<file path="src/rtl/serial_subtractor_if.sv">
// Operand and result handshakes for the bit-serial subtractor.
// The master side drives operands and accepts results.
interface serial_subtractor_if #(
    parameter int WIDTH = 8
);
    logic             in_valid;
    logic             in_ready;
    logic [WIDTH-1:0] a;
    logic [WIDTH-1:0] b;
    logic             bin;
    logic             out_valid;
    logic             out_ready;
    logic [WIDTH-1:0] diff;
    logic             bout;

    modport master (
        output in_valid,
        output a,
        output b,
        output bin,
        output out_ready,
        input  in_ready,
        input  out_valid,
        input  diff,
        input  bout
    );

    modport slave (
        input  in_valid,
        input  a,
        input  b,
        input  bin,
        input  out_ready,
        output in_ready,
        output out_valid,
        output diff,
        output bout
    );
endinterface

</file>
<file path="src/rtl/serial_subtractor.sv">
// Bit-serial a - b - bin, one bit per clock LSB first.
// Difference assembles from the MSB side; borrow carried in a flop.
module serial_subtractor #(
    parameter int WIDTH = 8
) (
    input logic           clk,
    input logic           rst,
    serial_subtractor_if.slave io
);
    localparam int CW = (WIDTH > 1) ? $clog2(WIDTH) : 1;

    typedef enum logic [1:0] {
        IDLE = 2'd0,
        RUN  = 2'd1,
        DONE = 2'd2
    } state_t;

    state_t           state_q, state_d;
    logic [WIDTH-1:0] a_q, a_d;
    logic [WIDTH-1:0] b_q, b_d;
    logic [WIDTH-1:0] diff_q, diff_d;
    logic             br_q, br_d;
    logic             bout_q, bout_d;
    logic [CW-1:0]    cnt_q, cnt_d;

    logic a0;
    logic b0;
    logic d_bit;
    logic br_next;
    logic last_bit;

    always_comb begin
        a0       = a_q[0];
        b0       = b_q[0];
        d_bit    = a0 ^ b0 ^ br_q;
        br_next  = (~a0 & b0) | (~(a0 ^ b0) & br_q);
        last_bit = (cnt_q == CW'(WIDTH - 1));
    end

    always_comb begin
        state_d = state_q;
        a_d     = a_q;
        b_d     = b_q;
        diff_d  = diff_q;
        br_d    = br_q;
        bout_d  = bout_q;
        cnt_d   = cnt_q;
        unique case (state_q)
            IDLE: begin
                if (io.in_valid) begin
                    a_d     = io.a;
                    b_d     = io.b;
                    br_d    = io.bin;
                    cnt_d   = '0;
                    diff_d  = '0;
                    state_d = RUN;
                end
            end
            RUN: begin
                diff_d = {d_bit, diff_q[WIDTH-1:1]};
                a_d    = {1'b0, a_q[WIDTH-1:1]};
                b_d    = {1'b0, b_q[WIDTH-1:1]};
                br_d   = br_next;
                cnt_d  = cnt_q + CW'(1);
                // Final bit: its borrow is the operation's borrow-out.
                if (last_bit) begin
                    bout_d  = br_next;
                    state_d = DONE;
                end
            end
            DONE: begin
                if (io.out_ready) begin
                    state_d = IDLE;
                end
            end
            default: begin
                state_d = IDLE;
            end
        endcase
    end

    always_ff @(posedge clk) begin
        if (rst) begin
            state_q <= IDLE;
            a_q     <= '0;
            b_q     <= '0;
            diff_q  <= '0;
            br_q    <= 1'b0;
            bout_q  <= 1'b0;
            cnt_q   <= '0;
        end else begin
            state_q <= state_d;
            a_q     <= a_d;
            b_q     <= b_d;
            diff_q  <= diff_d;
            br_q    <= br_d;
            bout_q  <= bout_d;
            cnt_q   <= cnt_d;
        end
    end

    // Handshake flags come straight from the state register.
    assign io.in_ready  = (state_q == IDLE);
    assign io.out_valid = (state_q == DONE);
    assign io.diff      = diff_q;
    assign io.bout      = bout_q;
endmodule

</file>
<file path="src/flat_wrapper.sv">
// flat-port wrapper written by rule: the top's interface ports become plain ports
module serial_subtractor_flat 
#(
    parameter int WIDTH = 8
)
  (clk, rst, io_in_valid, io_a, io_b, io_bin, io_out_ready, io_in_ready, io_out_valid, io_diff, io_bout);
  serial_subtractor_if #(.WIDTH(WIDTH)) io_i ();
  input logic clk;
  input logic rst;
  input wire logic [$bits(io_i.in_valid)-1:0] io_in_valid;
  input wire logic [$bits(io_i.a)-1:0] io_a;
  input wire logic [$bits(io_i.b)-1:0] io_b;
  input wire logic [$bits(io_i.bin)-1:0] io_bin;
  input wire logic [$bits(io_i.out_ready)-1:0] io_out_ready;
  output wire logic [$bits(io_i.in_ready)-1:0] io_in_ready;
  output wire logic [$bits(io_i.out_valid)-1:0] io_out_valid;
  output wire logic [$bits(io_i.diff)-1:0] io_diff;
  output wire logic [$bits(io_i.bout)-1:0] io_bout;
  assign io_i.in_valid = io_in_valid;
  assign io_i.a = io_a;
  assign io_i.b = io_b;
  assign io_i.bin = io_bin;
  assign io_i.out_ready = io_out_ready;
  assign io_in_ready = io_i.in_ready;
  assign io_out_valid = io_i.out_valid;
  assign io_diff = io_i.diff;
  assign io_bout = io_i.bout;
  serial_subtractor #(.WIDTH(WIDTH)) u_core (.clk(clk), .rst(rst), .io(io_i));
endmodule
</file>
<file path="config.mk">
export PLATFORM = sky130hd
export DESIGN_NAME = serial_subtractor_flat
export DESIGN_NICKNAME = d
export VERILOG_FILES = /design/src/rtl/serial_subtractor_if.sv /design/src/rtl/serial_subtractor.sv /design/src/flat_wrapper.sv
export SDC_FILE = /design/constraint.sdc
export NUM_CORES = 1
export LEC_CHECK = 0
export BUFFER_PORTS_ARGS = -buffer_cell sky130_fd_sc_hd__buf_2
export CORE_ASPECT_RATIO = 1.4
export CORE_MARGIN = 1.5
export CORE_UTILIZATION = 57
export DETAILED_ROUTE_END_ITERATION = 8
export PLACE_DENSITY = 0.84
export SLEW_MARGIN = 20
export SYNTH_ARGS = -nofsm -noshare
export SYNTH_HDL_FRONTEND = slang
export SYNTH_SLANG_ARGS = --single-unit
</file>
<file path="constraint.sdc">
create_clock -name clk -period 2.9 [get_ports clk]
set_input_delay 0.145 -clock clk [delete_from_list [all_inputs] [get_ports clk]]
set_output_delay 0.145 -clock clk [all_outputs]
set_load 0.03 [all_outputs]
</file>
* After elaboration in Yosys (flattened, before gate mapping) *
Cells that the tools add are included.

word-level totals
  flip-flop bits (word level) = 31
  latch bits = 0
  memory bits (writable) = 0
  memory bits (read-only) = 0
  input port bits = 21
  word-level logic and storage cells = 40
  memories = 0

cells by class
  $add $sub $neg = 1
  multiply operators = 0
  divide/modulo/power cells = 0
  magnitude comparators = 0
  equality and inequality tests = 6
  shift-type cells = 0
  muxes and demuxes = 14
  bitwise operators = 7
  reduce and logical (&&, ||, !) cells = 5

operators with widths
  operator             number
  $pmux 8 s2           3
  $mux 8               3
  $mux 2               3
  $pmux 2 s3           1
  $pmux 3 s2           1
  $ne 2x2->1 const B   2
  $reduce_and 2->1     2
  $add 3x1->3 const B  1
  $eq 3x3->1 const B   1
  $mux 3               1
  $reduce_and 3->1     1
  $and 1x1->1          2
  $eq 2x1->1 const B   1
  $eq 2x2->1 const B   1
  $logic_not 2->1      1
  $ne 2x1->1 const B   1
  $not 1->1            2
  $pmux 1 s2           1
  $reduce_bool 2->1    1
  $xor 1x1->1          2
  $mux 1               1
  $or 1x1->1           1

* Longest topological paths before layout *
  depth after elaboration = 5
  mapped depth = 6
  depth with buffers taken out = 5

* Least setup slack after synthesis *
OpenSTA, ideal clock, no wires.

  path type = reg-to-reg
  start = reg u_core.state_q[0]
  end = reg u_core.state_q[1]
  data arrival time = 1.214 ns
  slack = 1.620 ns
  stages on the path, launching flop included = 5
  path buffers = 1
  path through = dfxtp_1 buf_6 nor2b_1 a22oi_1 nor2_1

between the ends
  word-level cells in the longest chain between the ends = 3

ends and longest elaborated chain
  element                            line                     text
  from (decl)                        serial_subtractor.sv:18  state_t state_q, state_d;
  from (signal assigned)             serial_subtractor.sv:92  state_q <= state_d;
  $eq 2x2->1 (*)                     -
  net io_out_valid                   flat_wrapper.sv:16       output wire logic [$bits(io_i.out_valid)-1:0] io_out_valid;
  $ne 2x2->1 (no source line)        -
  $reduce_and 3->1 (no source line)  -

The timed path passes the listed nets; every way through them passes the cells marked *.
A chain may end at the register's enable or synchronous reset.

* Final worst setup path *
  start = reg u_core.state_q[0]
  end = reg u_core.b_q[6]

between the ends
  word-level cells in the longest chain between the ends = 3

ends and longest elaborated chain
  element                                                                  line                     text
  $eq 2x1->1 / $logic_not 2->1 (equally long branches)                     serial_subtractor.sv:48  unique case (state_q)
  $reduce_bool 2->1 (no source line) / $ne 2x2->1 (equally long branches)  -
  $reduce_and 2->1 (no source line)                                        -
  to (signal assigned)                                                     serial_subtractor.sv:86  b_q <= '0;
  to (signal assigned)                                                     serial_subtractor.sv:94  b_q <= b_d;
  to (decl)                                                                serial_subtractor.sv:20  logic [WIDTH-1:0] b_q, b_d;

Parallel ways exist; a longest one is shown, timed or not.

==> flow_summary.yaml <==
critical_path:
  rrSetupSlack_ns: 1.24
  critical_path_arrival_ns: 1.91
  cp.required_ns: 3.15
  end_kind: "flop"
  critPathKind: "flop to flop"
  reg2reg_from: "u_core.state_q[0]"
  start_kind: "flop"
  crit_path_max_fanout: 25
  reg2reg_depth: 5
  r2r_end: "u_core.b_q[6]"
global_routing:
  grt_pass1_wl_um: 4350
  grt_max_degree: 32
  grt_pass1_vias: 1013
  overflow: 0
  grt.total_usage: 0.206
  antenna_found_initial: 0
die:
  die_w_um: 45.8
  start_util: 0.605
  die_area_um2: 2880
  placement_rows: 21
  fp.dieH_um: 62.9
  core_um2: 2420
  ios: 32
yosys:
  synth_cells: 139
  ys_seq_area_frac: 0.424
  synth-edff-count: 0
  synth_top_flop_cell: "dfxtp_1"
  synth_seq_cells: 31
  synth-async-reset-ratio: 0
  synth_cell_types: 28
  syn_area_per_cell_um2: 10.5
  ys.warnings.count: 0
  syn_area_um2: 1460
  synthesis.nets: 163
sta:
  relSlewSlack: 0.540
  final-hold-violation-count: 0
  max_slew.worst_pin.slew_ns: 0.690
  fmax_mhz: 604
  setup_viol: 0
  rsz0062_at_grt: "no"
  skew_ns: 0.00640
  layout_min_cycle_time_ns: 1.66
  slew_violations: 0
  finalCritPeriodShare: 0.571
  tns_ns: 0
power:
  power.leakage_uw: 0.000697
  power.density_nw_per_um2: 526
  vdd_drop_max_v: 0.000328
cts:
  htree_levels: 2
  clk_latency_ns: 0.33
  post_cts_resize_count: 0
  path_clk_slew_ns: 0.09
  post_cts_buffers: 0
  clock_sinks: 31
  ctsHoldBuffers: 0
  clock_path_buffers: 2
  cts-root-buf: "clkbuf_4"
  cts_buffers: 5
  cts_tree: "built"
placement:
  hpwl_um: 1900
  dp.cells: 194
  place_congestion: 0.694
  io_buffers: 31
layout:
  final_common_cell: "nor2_1"
  final_util: 0.668
  antenna_cells: 0
  final_cell_mix: "nor2_1 (32), buf_2 (31), dfxtp_1 (31), mux2i_1 (13)"
  final_nets: 191
  finalNonFillerCells: 201
  syn2layout_area_growth_pct: 10.4
  layout-drive-gt1-share: 0.359
routing:
  wl_um: 2630
  wl_per_cell_um: 13.1
  firstDrtPassIters: 4
  routed_via_density: 5.44
  drtIter0Drc: 23
  postRouteAntennaNets: 0
  drc: 0
  via_count: 1093
outcome:
  status: "finished, final reports clean"
min_path:
  hold_depth: 3
  hold_end: "u_core.a_q[7]"
  hp-start: "io_a[7]"
  hold_path_class: "input port to flop"
run:
  cap_violations: 0
[sequential cells by signal (all words and copies together), names as in the netlist]
register and count:
u_core.a_q 8, u_core.b_q 8, u_core.io.diff 8, u_core.cnt_q 3, u_core.state_q 2, u_core.br_q 1
u_core.io.bout 1
[cells in the mapped netlist, types with 2 or more instances]
| cell | instances | area (um^2) |
|---|---|---|
| buf_1 | 2 | 7.51 |
| nor3_2 | 2 | 20.0 |
| inv_1 | 7 | 26.3 |
| ha_1 | 2 | 25.0 |
| a32oi_1 | 2 | 17.5 |
| a211oi_2 | 11 | 138 |
| a22oi_1 | 11 | 82.6 |
| mux2i_1 | 13 | 130 |
| dfxtp_1 | 31 | 621 |
| a32o_1 | 2 | 20.0 |
| buf_6 | 7 | 78.8 |
| nor4b_1 | 2 | 17.5 |
| nor2_1 | 32 | 120 |
[layout make-up]
type / count / area [um^2]
clock buffers: 6 / 51.3
well taps: 34 / 42.5
multi-input cells: 89 / 698
inverters: 7 / 26.3
flip-flops and latches: 31 / 621
repair buffers: 33 / 170
fillers: 206 / 803
clock inverters: 1 / 5.00
[power by group]
part / switching, uW / total, uW / internal [uW] / leakage [uW]
logic: 73.9 / 131 / 56.9 / 0.000408
clock network: 141 / 253 / 112 / 0.0000341
registers: 14.7 / 464 / 450 / 0.000255
[through the flow]
step                worst slack [ns]  hold WS, ns  cell area (um^2)  total power [uW]
floorplan                       1.62        0.214              1460               585
finish                          1.24       0.0719              1610               849
global route                    1.12       0.0806              1610               897
detailed placement              1.29        0.419              1560               606
CTS                             1.26       0.0705              1610               854
global placement                1.37        0.410              1560               598
[metal layers]
layer | GRT usage | vias to the layer above | wire (um)
met3 | 0.0780 | 7 | 106
met4 | 0.0857 | 0 | 66
met5 | 0 | - | 0
li1 | - | 549 | -
met1 | 0.224 | 510 | 1110
met2 | 0.343 | 27 | 1360
[how the worst max path moves through the flow]
stage	cells past startpoint	start	to	slack, ns
CTS	5	u_core.state_q[0]	u_core.b_q[6]	1.26
global route	5	u_core.state_q[0]	u_core.b_q[6]	1.12
finish	5	u_core.state_q[0]	u_core.b_q[6]	1.24
detailed placement	5	u_core.state_q[0]	u_core.b_q[6]	1.29
floorplan	4	u_core.state_q[0]	u_core.state_q[1]	1.62
global placement	5	u_core.state_q[0]	u_core.b_q[4]	1.37
[logic make-up (layout without fill, tap and decap cells)]
group,Yosys count,in the layout,synth area share
and+or+nand+nor,42,42,0.140
adders and majority gates,3,3,0.0308
DFF,31,31,0.424
muxes,13,13,0.0890
buffers and inverters,19,47,0.0984
AOI/OAI and AO/OA,31,31,0.217
[critical path: stages (launching register included)]
cell      delay [ns]
dfxtp_1         0.50
buf_4           0.32
o21ba_1         0.18
buf_4           0.29
nor2_1          0.09
a211oi_2        0.20
No activity file was read; power rests on OpenSTA's default activity.
